**config.mk**
```make
export PLATFORM = sky130hd
export DESIGN_NAME = wb_arbiter_flat
export DESIGN_NICKNAME = d
export VERILOG_FILES = /design/src/rtl/wb_arbiter_pkg.sv /design/src/rtl/wb_arbiter_if.sv /design/src/rtl/wb_arbiter_rr_pick.sv /design/src/rtl/wb_arbiter.sv /design/src/flat_wrapper.sv
export SDC_FILE = /design/constraint.sdc
export NUM_CORES = 1
export LEC_CHECK = 0
export ABC_AREA = 1
export BUFFER_PORTS_ARGS = -buffer_cell sky130_fd_sc_hd__buf_2
export CORE_MARGIN = 4
export CORE_UTILIZATION = 50
export DETAILED_ROUTE_END_ITERATION = 8
export PLACE_DENSITY = 0.77
export RECOVER_POWER = 50
export SLEW_MARGIN = 10
export SYNTH_ARGS = -nofsm -noshare
export SYNTH_HDL_FRONTEND = slang
export SYNTH_SLANG_ARGS = --single-unit
```
**constraint.sdc**
```tcl
create_clock -name clk -period 5.3 [get_ports clk]
set_input_delay 1.06 -clock clk [delete_from_list [all_inputs] [get_ports clk]]
set_output_delay 1.06 -clock clk [all_outputs]
set_load 0.05 [all_outputs]
```
**src/rtl/wb_arbiter_pkg.sv**
```systemverilog
// Shared write-back types: the result record carried through each holding slot
// and the hard-wired-zero integer register index.
package wb_arbiter_pkg;

    localparam int         WB_DATA_W = 32;
    localparam logic [4:0] REG_ZERO  = 5'd0;

    typedef struct packed {
        logic [4:0]           dest;
        logic                 freg;
        logic [WB_DATA_W-1:0] data;
    } wb_req_t;

endpackage

```
**src/rtl/wb_arbiter_if.sv**
```systemverilog
// Requester handshakes plus the shared register-file write port.
// The slave modport is the arbiter; the master modport is the producer/register-file side.
interface wb_arbiter_if #(
    parameter int NREQ   = 3,
    parameter int DATA_W = 32
);
    logic [NREQ-1:0]             in_valid;
    logic [NREQ-1:0]             in_ready;
    logic [NREQ-1:0][4:0]        in_dest;
    logic [NREQ-1:0]             in_freg;
    logic [NREQ-1:0][DATA_W-1:0] in_data;
    logic                        reg_w_enable;
    logic                        freg_w_enable;
    logic [4:0]                  reg_w_dest;
    logic [DATA_W-1:0]           reg_w_data;
    logic [NREQ-1:0]             grant;
    logic                        idle;

    modport slave (
        input  in_valid, in_dest, in_freg, in_data,
        output in_ready, reg_w_enable, freg_w_enable, reg_w_dest, reg_w_data, grant, idle
    );

    modport master (
        output in_valid, in_dest, in_freg, in_data,
        input  in_ready, reg_w_enable, freg_w_enable, reg_w_dest, reg_w_data, grant, idle
    );
endinterface

```
**src/rtl/wb_arbiter_rr_pick.sv**
```systemverilog
// Combinational round-robin select: first candidate after last_i (mod N) wins.
// Returns a one-hot grant, zero when no candidate is set.
module rr_pick #(
    parameter int N = 3,
    parameter int W = (N > 1) ? $clog2(N) : 1
) (
    input  logic [N-1:0] cand_i,
    input  logic [W-1:0] last_i,
    output logic [N-1:0] grant_o
);
    logic         found;
    logic [W-1:0] idx;

    always_comb begin
        grant_o = '0;
        found   = 1'b0;
        idx     = '0;
        for (int k = 1; k <= N; k++) begin
            idx = W'((int'(last_i) + k) % N);
            if (!found && cand_i[idx]) begin
                grant_o[idx] = 1'b1;
                found        = 1'b1;
            end
        end
    end
endmodule

```
**src/rtl/wb_arbiter.sv**
```systemverilog
// Write-back arbiter: one holding slot per producer, round-robin onto the shared RF write port.
// Define WB_BYPASS_EN to let an empty slot's incoming result compete and write in the same cycle.
module wb_arbiter
    import wb_arbiter_pkg::*;
#(
    parameter int NREQ   = 3,
    parameter int DATA_W = WB_DATA_W
) (
    input  logic          clk,
    input  logic          rstn,
    wb_arbiter_if.slave   wb
);
    localparam int IW = (NREQ > 1) ? $clog2(NREQ) : 1;

    wb_req_t [NREQ-1:0] slot_q, slot_d;
    logic    [NREQ-1:0] vld_q, vld_d;
    logic    [IW-1:0]   last_q, last_d;

    wb_req_t [NREQ-1:0] in_req;
    logic    [NREQ-1:0] vld_eff, cand, gnt, byp, rdy;
    wb_req_t            win_req;
    logic               win;
    logic    [IW-1:0]   win_idx;

    // Holding rstn low hides slot contents so nothing is written during reset.
    assign vld_eff = vld_q & {NREQ{rstn}};

    always_comb begin
        for (int i = 0; i < NREQ; i++) begin
            in_req[i].dest = wb.in_dest[i];
            in_req[i].freg = wb.in_freg[i];
            in_req[i].data = wb.in_data[i];
        end
    end

`ifdef WB_BYPASS_EN
    assign cand = (vld_eff | wb.in_valid) & {NREQ{rstn}};
    assign byp  = gnt & ~vld_eff;
`else
    assign cand = vld_eff;
    assign byp  = '0;
`endif

    rr_pick #(.N(NREQ), .W(IW)) u_pick (
        .cand_i  (cand),
        .last_i  (last_q),
        .grant_o (gnt)
    );

    always_comb begin
        win     = 1'b0;
        win_idx = '0;
        win_req = '0;
        for (int i = 0; i < NREQ; i++) begin
            if (gnt[i]) begin
                win     = 1'b1;
                win_idx = IW'(i);
`ifdef WB_BYPASS_EN
                win_req = vld_eff[i] ? slot_q[i] : in_req[i];
`else
                win_req = slot_q[i];
`endif
            end
        end
    end

    assign rdy              = ~vld_eff | gnt;
    assign wb.in_ready      = rdy;
    assign wb.grant         = gnt;
    assign wb.reg_w_enable  = win && !win_req.freg && (win_req.dest != REG_ZERO);
    assign wb.freg_w_enable = win && win_req.freg;
    assign wb.reg_w_dest    = win_req.dest;
    assign wb.reg_w_data    = win_req.data;
    assign wb.idle          = ~(|vld_eff) && ~(|wb.in_valid);

    // A granted slot may be refilled in the same cycle; a bypassed result never lands in it.
    always_comb begin
        slot_d = slot_q;
        vld_d  = vld_q;
        last_d = last_q;
        for (int i = 0; i < NREQ; i++) begin
            if (wb.in_valid[i] && rdy[i] && !byp[i]) begin
                slot_d[i] = in_req[i];
                vld_d[i]  = 1'b1;
            end else if (gnt[i]) begin
                vld_d[i]  = 1'b0;
            end
        end
        if (win) last_d = win_idx;
    end

    always_ff @(posedge clk) begin
        if (!rstn) begin
            vld_q  <= '0;
            last_q <= IW'(NREQ - 1);
            slot_q <= '0;
        end else begin
            vld_q  <= vld_d;
            last_q <= last_d;
            slot_q <= slot_d;
        end
    end
endmodule

```
**src/flat_wrapper.sv**
```systemverilog
// flat-port wrapper written by rule: the top's interface ports become plain ports
module wb_arbiter_flat import wb_arbiter_pkg::*;
#(
    parameter int NREQ   = 3,
    parameter int DATA_W = WB_DATA_W
)
  (clk, rstn, wb_in_valid, wb_in_dest, wb_in_freg, wb_in_data, wb_in_ready, wb_reg_w_enable, wb_freg_w_enable, wb_reg_w_dest, wb_reg_w_data, wb_grant, wb_idle);
  wb_arbiter_if #(.NREQ(NREQ), .DATA_W(DATA_W)) wb_i ();
  input  logic clk;
  input  logic rstn;
  input wire logic [$bits(wb_i.in_valid)-1:0] wb_in_valid;
  input wire logic [$bits(wb_i.in_dest)-1:0] wb_in_dest;
  input wire logic [$bits(wb_i.in_freg)-1:0] wb_in_freg;
  input wire logic [$bits(wb_i.in_data)-1:0] wb_in_data;
  output wire logic [$bits(wb_i.in_ready)-1:0] wb_in_ready;
  output wire logic [$bits(wb_i.reg_w_enable)-1:0] wb_reg_w_enable;
  output wire logic [$bits(wb_i.freg_w_enable)-1:0] wb_freg_w_enable;
  output wire logic [$bits(wb_i.reg_w_dest)-1:0] wb_reg_w_dest;
  output wire logic [$bits(wb_i.reg_w_data)-1:0] wb_reg_w_data;
  output wire logic [$bits(wb_i.grant)-1:0] wb_grant;
  output wire logic [$bits(wb_i.idle)-1:0] wb_idle;
  assign wb_i.in_valid = wb_in_valid;
  assign wb_i.in_dest = wb_in_dest;
  assign wb_i.in_freg = wb_in_freg;
  assign wb_i.in_data = wb_in_data;
  assign wb_in_ready = wb_i.in_ready;
  assign wb_reg_w_enable = wb_i.reg_w_enable;
  assign wb_freg_w_enable = wb_i.freg_w_enable;
  assign wb_reg_w_dest = wb_i.reg_w_dest;
  assign wb_reg_w_data = wb_i.reg_w_data;
  assign wb_grant = wb_i.grant;
  assign wb_idle = wb_i.idle;
  wb_arbiter #(.NREQ(NREQ), .DATA_W(DATA_W)) u_core (.clk(clk), .rstn(rstn), .wb(wb_i));
endmodule
```
== Yosys cells after proc, flatten, opt, wreduce, memory -nomap -nowiden ==
Index checks and enable logic that the tools add are counted.

* Add/sub/neg operators: 3
* Divide/modulo/power cells: 3
* $lt $le $gt $ge: 6
* Mux-type cells: 31
* Bitwise operators: 7
* Reductions and logical operators: 21

{| class="wikitable"
|+ Operators by type and width
! operator !! count
|-
| 38-bit two-way mux || 3
|-
| 32-bit by 3-bit modulo with 32-bit output (second input constant) || 3
|-
| 1-bit two-way mux || 18
|-
| 1-bit logical AND || 12
|-
| 2-bit by 3-bit less-than comparator with 1-bit output (second input constant) || 3
|-
| 3-bit two-way mux || 3
|-
| 3-bit bitwise OR || 3
|-
| 2-bit by 2-bit adder with 3-bit output (second input constant) || 2
|-
| 1-bit binary-select mux with 2-bit select || 3
|-
| 1-bit demux with 2-bit select || 3
|-
| 2-bit by 1-bit >= comparator with 1-bit output (second input constant) || 3
|-
| 2-bit nonzero test || 3
|-
| 3-bit OR reduction || 2
|-
| 5-bit nonzero test || 1
|-
| 2-bit by 1-bit adder with 3-bit output (second input constant) || 1
|-
| 3-bit bitwise AND || 1
|-
| 1-bit logical NOT || 3
|-
| 3-bit NOT || 1
|-
| 2-bit two-way mux || 1
|-
| 1-bit NOT || 2
|}

* Register bits after elaboration: 119
* Logic and storage cells: 84

== Logic depth before layout (Yosys ltp) ==
* Depth after elaboration: 17
* Mapped depth: 18

== By module ==
Synthesis repeated with hierarchy kept, for this count alone.

* Cells, all modules: 723
* Area, all modules: 5456.5 um^2

{| class="wikitable"
|+ By module, submodules not included
! module !! times used !! cells each !! area each (um^2) !! seq. area each (um^2)
|-
| wb_arbiter || 1 || 679 || 5221.3 || 2382.3
|-
| rr_pick || 1 || 44 || 235.2 || 0.0
|}

== Worst setup path before layout ==
OpenSTA, ideal clock, no wires.

* Path kind: input -> output
* Start: input port rstn
* End: output port wb_reg_w_data[23]
* Arrival: 3.106 ns
* Data required time: 4.240 ns
* Slack: 1.134 ns
* Stages on the path: 11
* Buffers on the path: 3
* Cells stage by stage: buf_6 > nand3_1 > nand3_1 > nand2_2 > nor2_4 > nand2_2 > nand3_1 > buf_4 > buf_2 > a21oi_1 > a21oi_1

{| class="wikitable"
|+ RTL lines
! what !! RTL line !! source
|-
| from (decl) || flat_wrapper.sv:10 || <nowiki>input logic rstn;</nowiki>
|-
| 3-bit bitwise AND (*) || wb_arbiter.sv:26 || <nowiki>assign vld_eff = vld_q & {NREQ{rstn}};</nowiki>
|-
| 1-bit binary-select mux with 2-bit select || wb_arbiter_rr_pick.sv:20 || <nowiki>if (!found && cand_i[idx]) begin</nowiki>
|-
| 1-bit two-way mux (not written as such) || wb_arbiter_rr_pick.sv:20 ||
|-
| 1-bit two-way mux || wb_arbiter_rr_pick.sv:20 ||
|-
| 1-bit logical NOT || wb_arbiter_rr_pick.sv:20 ||
|-
| 1-bit logical AND || wb_arbiter_rr_pick.sv:20 ||
|-
| 1-bit two-way mux || wb_arbiter_rr_pick.sv:20 ||
|-
| 1-bit logical NOT || wb_arbiter_rr_pick.sv:20 ||
|-
| 1-bit logical AND || wb_arbiter_rr_pick.sv:20 ||
|-
| 3-bit two-way mux (*) || wb_arbiter_rr_pick.sv:20 ||
|-
| named net wb_grant[1] || flat_wrapper.sv:20 || <nowiki>output wire logic [$bits(wb_i.grant)-1:0] wb_grant;</nowiki>
|-
| 38-bit two-way mux (*) (2 in series) || wb_arbiter.sv:55 || <nowiki>if (gnt[i]) begin</nowiki>
|-
| to (decl) || flat_wrapper.sv:19 || <nowiki>output wire logic [$bits(wb_i.reg_w_data)-1:0] wb_reg_w_data;</nowiki>
|}

Mark *: on every way through the listed nets, which the timed path passes. The rest lies on a longest branch. The select of a mux whose other input is x is not followed.

== Worst setup path in the final report ==
* Start: input port rstn
* End: register u_core.slot_q[41] in the netlist's numbering

* Longest elaborated chain between the ends: 12

{| class="wikitable"
|+ RTL lines
! what !! RTL line !! source
|-
| 3-bit bitwise AND || wb_arbiter.sv:26 ||
|-
| 1-bit binary-select mux with 2-bit select || wb_arbiter_rr_pick.sv:20 ||
|-
| 1-bit two-way mux (not written as such) || wb_arbiter_rr_pick.sv:20 ||
|-
| 1-bit two-way mux || wb_arbiter_rr_pick.sv:20 ||
|-
| 1-bit logical NOT || wb_arbiter_rr_pick.sv:20 ||
|-
| 1-bit logical AND || wb_arbiter_rr_pick.sv:20 ||
|-
| 1-bit two-way mux || wb_arbiter_rr_pick.sv:20 ||
|-
| 1-bit logical NOT || wb_arbiter_rr_pick.sv:20 ||
|-
| 1-bit logical AND || wb_arbiter_rr_pick.sv:20 ||
|-
| 3-bit two-way mux || wb_arbiter_rr_pick.sv:20 ||
|-
| 3-bit bitwise OR || wb_arbiter.sv:67 || <nowiki>assign rdy = ~vld_eff | gnt;</nowiki>
|-
| 1-bit logical AND || wb_arbiter.sv:82 || <nowiki>if (wb.in_valid[i] && rdy[i] && !byp[i]) begin</nowiki>
|-
| to (signal assigned) || wb_arbiter.sv:100 || <nowiki>slot_q <= slot_d;</nowiki>
|-
| to (decl) || wb_arbiter.sv:15 || <nowiki>wb_req_t [NREQ-1:0] slot_q, slot_d;</nowiki>
|}

Parallel ways exist; a longest one is shown, timed or not. The select of a mux whose other input is x is not followed.
A chain may end at the register's enable or synchronous reset.

==> results.py <==
metrics = {
    "status": {
        "status": "finished, violations left",
        "violations": "capacitance limit, slew limit",
    },
    "cells_and_area": {
        "most-common-layout-cells": "nor2_1, buf_2, dfxtp_1",
        "fin_area_um2": 6568,
        "n_fill_cell": 1016,
        "final_common_cell": "nor2_1",
        "num-nets-final": 1011,
        "utilization": 0.6305,
        "area_growth_pct": 21.90,
        "antennaDiodeCount": 0,
        "layout-drive-gt1-share": 0.2367,
    },
    "global_route": {
        "met3_usage": 0.06196,
        "grt_pass1_vias": 5401,
        "grt_util_all_layers": 0.2509,
        "grt_remaining_overflow": 0,
        "grt_pass1_wl_um": 25390,
        "gr-usage-met1": 0.3093,
        "grt_busiest_layer": "met2",
        "grt_max_degree": 82,
        "use_met2": 0.4241,
        "grt_antenna_before_repair": 0,
    },
    "setup_path": {
        "start_kind": "primary input",
        "cp_max_fo": 42,
        "slowest_stage": "inv_1",
        "required_ns": 5.71,
        "critPathArrivalTime_ns": 5.06,
        "end_kind": "register",
        "path_class": "in -> reg",
        "cp_num_buf_inv": 3,
        "critical_path.cell_chain": "buf_4 > nand2_1 > inv_2 > nand3_2 > nand2_1 > nor2_1 > nand2_1 > nand2_1 > nor2_8 > nand2_1 > nand2_1 > inv_1 > nor2_1 > nor2_1",
        "cpMostUsedCell": "nand2_1",
        "critPathTopFamily": "simple AND/OR/NAND/NOR gates",
        "critPathMaxStageDelay_ns": 0.90,
    },
    "logic_synthesis": {
        "avgSynthCellArea_um2": 7.108,
        "synth_top_area_share": 0.4422,
        "ys_ff_latch": 119,
        "seq_area_frac_synth": 0.4422,
        "synth_area_leader_cell": "dfxtp_1",
        "synth.cell_area_um2": 5388,
        "synth_area_leaders": "dfxtp_1, nor2_1, o21ai_1",
        "synth_cells": 758,
        "synth_cell_types": 28,
        "syn-num-nets": 881,
        "yosys_warnings": 0,
    },
    "route": {
        "vias_per_cell": 5.299,
        "wl_per_cell_um": 15.25,
        "vias": 5490,
        "firstDrtPassIters": 5,
        "drcViolationCount": 0,
        "wirelength_um": 15800,
        "postRouteAntennaNets": 0,
        "drt_iter0_markers": 496,
    },
    "timing": {
        "setup_viol": 0,
        "drv_slew": 44,
        "setup_tns_ns": 0,
        "fin_skew_ns": 0.005359,
        "post-route-period-util": 0.8767,
        "hold_viol": 0,
        "tightest_slew_ns": 1.643,
        "rsz0062_at_grt": "no",
        "hold_ws_ns": 0.4570,
        "fin_crit_ns": 4.646,
        "fmax_mhz": 215.2,
        "slew_headroom": -0.09793,
    },
    "clock_network": {
        "insertion_delay_ns": 0.52,
        "cts_tree": "yes",
        "ctsHoldBuffers": 0,
        "clockRootBuffer": "clkbuf_8",
        "cts_buffers": 17,
        "cts.repair.resized": 0,
        "cts_setup_buffers": 0,
        "clock_sinks": 119,
        "path_clk_slew_ns": 0.06,
        "clockBufferDepth": 2,
        "htree_levels": 4,
    },
    "floorplan": {
        "die-area_um2": 12500,
        "core_area_um2": 10420,
        "start_util": 0.5172,
        "die_x_um": 111.8,
        "ios": 165,
        "die_h_um": 111.8,
        "num_rows": 37,
    },
    "placed_design": {
        "dpl.hpwl_um": 10180,
        "placed_cell_area_um2": 6050,
        "gp_congestion": 0.8282,
        "numPortBuffers": 164,
    },
    "min_path": {
        "hold_class": "reg -> reg",
    },
    "run": {
        "cap_violations": 1,
    },
}
## registers in the layout, summed over array words and instances, names as in the netlist
name,cells
u_core.vld_q,3
u_core.slot_q,114
u_core.last_q,2
## metrics by stage
step	instances	worst slack (ns)
2_1_floorplan	758	1.134
3_3_place_gp	1005	0.8182
5_1_grt	1036	0.2814
4_1_cts	1036	0.7230
3_5_place_dp	1005	0.7423
6_report	1036	0.6535
## cells in the mapped netlist
master	n
dfxtp_1	119
ha_1	4
inv_2	9
inv_4	1
buf_6	12
nand3_1	48
nor2_2	2
nor2_4	1
nand4_1	4
a211oi_1	1
a21oi_2	1
a21oi_1	73
a31oi_1	1
buf_2	26
nand3_2	3
nor2_1	254
nand2_1	29
clkbuf_1	11
buf_4	8
nand2_4	3
nor3_1	1
inv_1	18
or2_0	1
o21ai_0	41
nor2_8	1
nand2_2	7
o211ai_1	1
o21ai_1	78
## cells by family (layout without fill, tap and decap cells)
family                   after synthesis  count (layout)  share of synthesized area
AND/OR/NAND/NOR                      354             354                     0.2766
AO/OA/AOI/OAI                        196             196                     0.1839
flip-flops                           119             119                     0.4422
buffers and inverters                 85             227                    0.08802
adder cells (fa/ha/maj)                4               4                   0.009290
## tightest hold or removal path, delay by kind of cell (launching register included)
family | cells | cell delay (ns)
buffers and inverters | 1 | 0.06
flip-flops | 1 | 0.29
AO/OA/AOI/OAI | 1 | 0.06
## path summary, 6_finish.rpt
path | start | cells past startpoint | slack (ns) | to
min | u_core.slot_q[111] | 2 | 0.46 | u_core.slot_q[111]
max reg2reg | u_core.last_q[0] | 15 | 0.77 | u_core.slot_q[41]
min reg2reg | u_core.slot_q[111] | 2 | 0.46 | u_core.slot_q[111]
max | rstn | 14 | 0.65 | u_core.slot_q[41]
## layer usage
metal  vias to the layer above  part of all wire
met5                         -                 0
met4                         0             0.017
met1                      2508              0.43
met3                        28             0.079
li1                       2730                 -
met2                       224              0.47
## cell type report
cell class	count	area [um2]	area share
flip-flops and latches	119	2382	0.3627
inverters	28	107.6	0.01638
clock inverters	8	97.59	0.01486
repair buffers	168	852.1	0.1297
clock buffers	23	466.7	0.07106
well taps	136	170.2	0.02591
multi-input cells	554	2491	0.3793
Power is not shown: default switching activity piles up to over one toggle a cycle in this logic, so the estimate is an artifact.
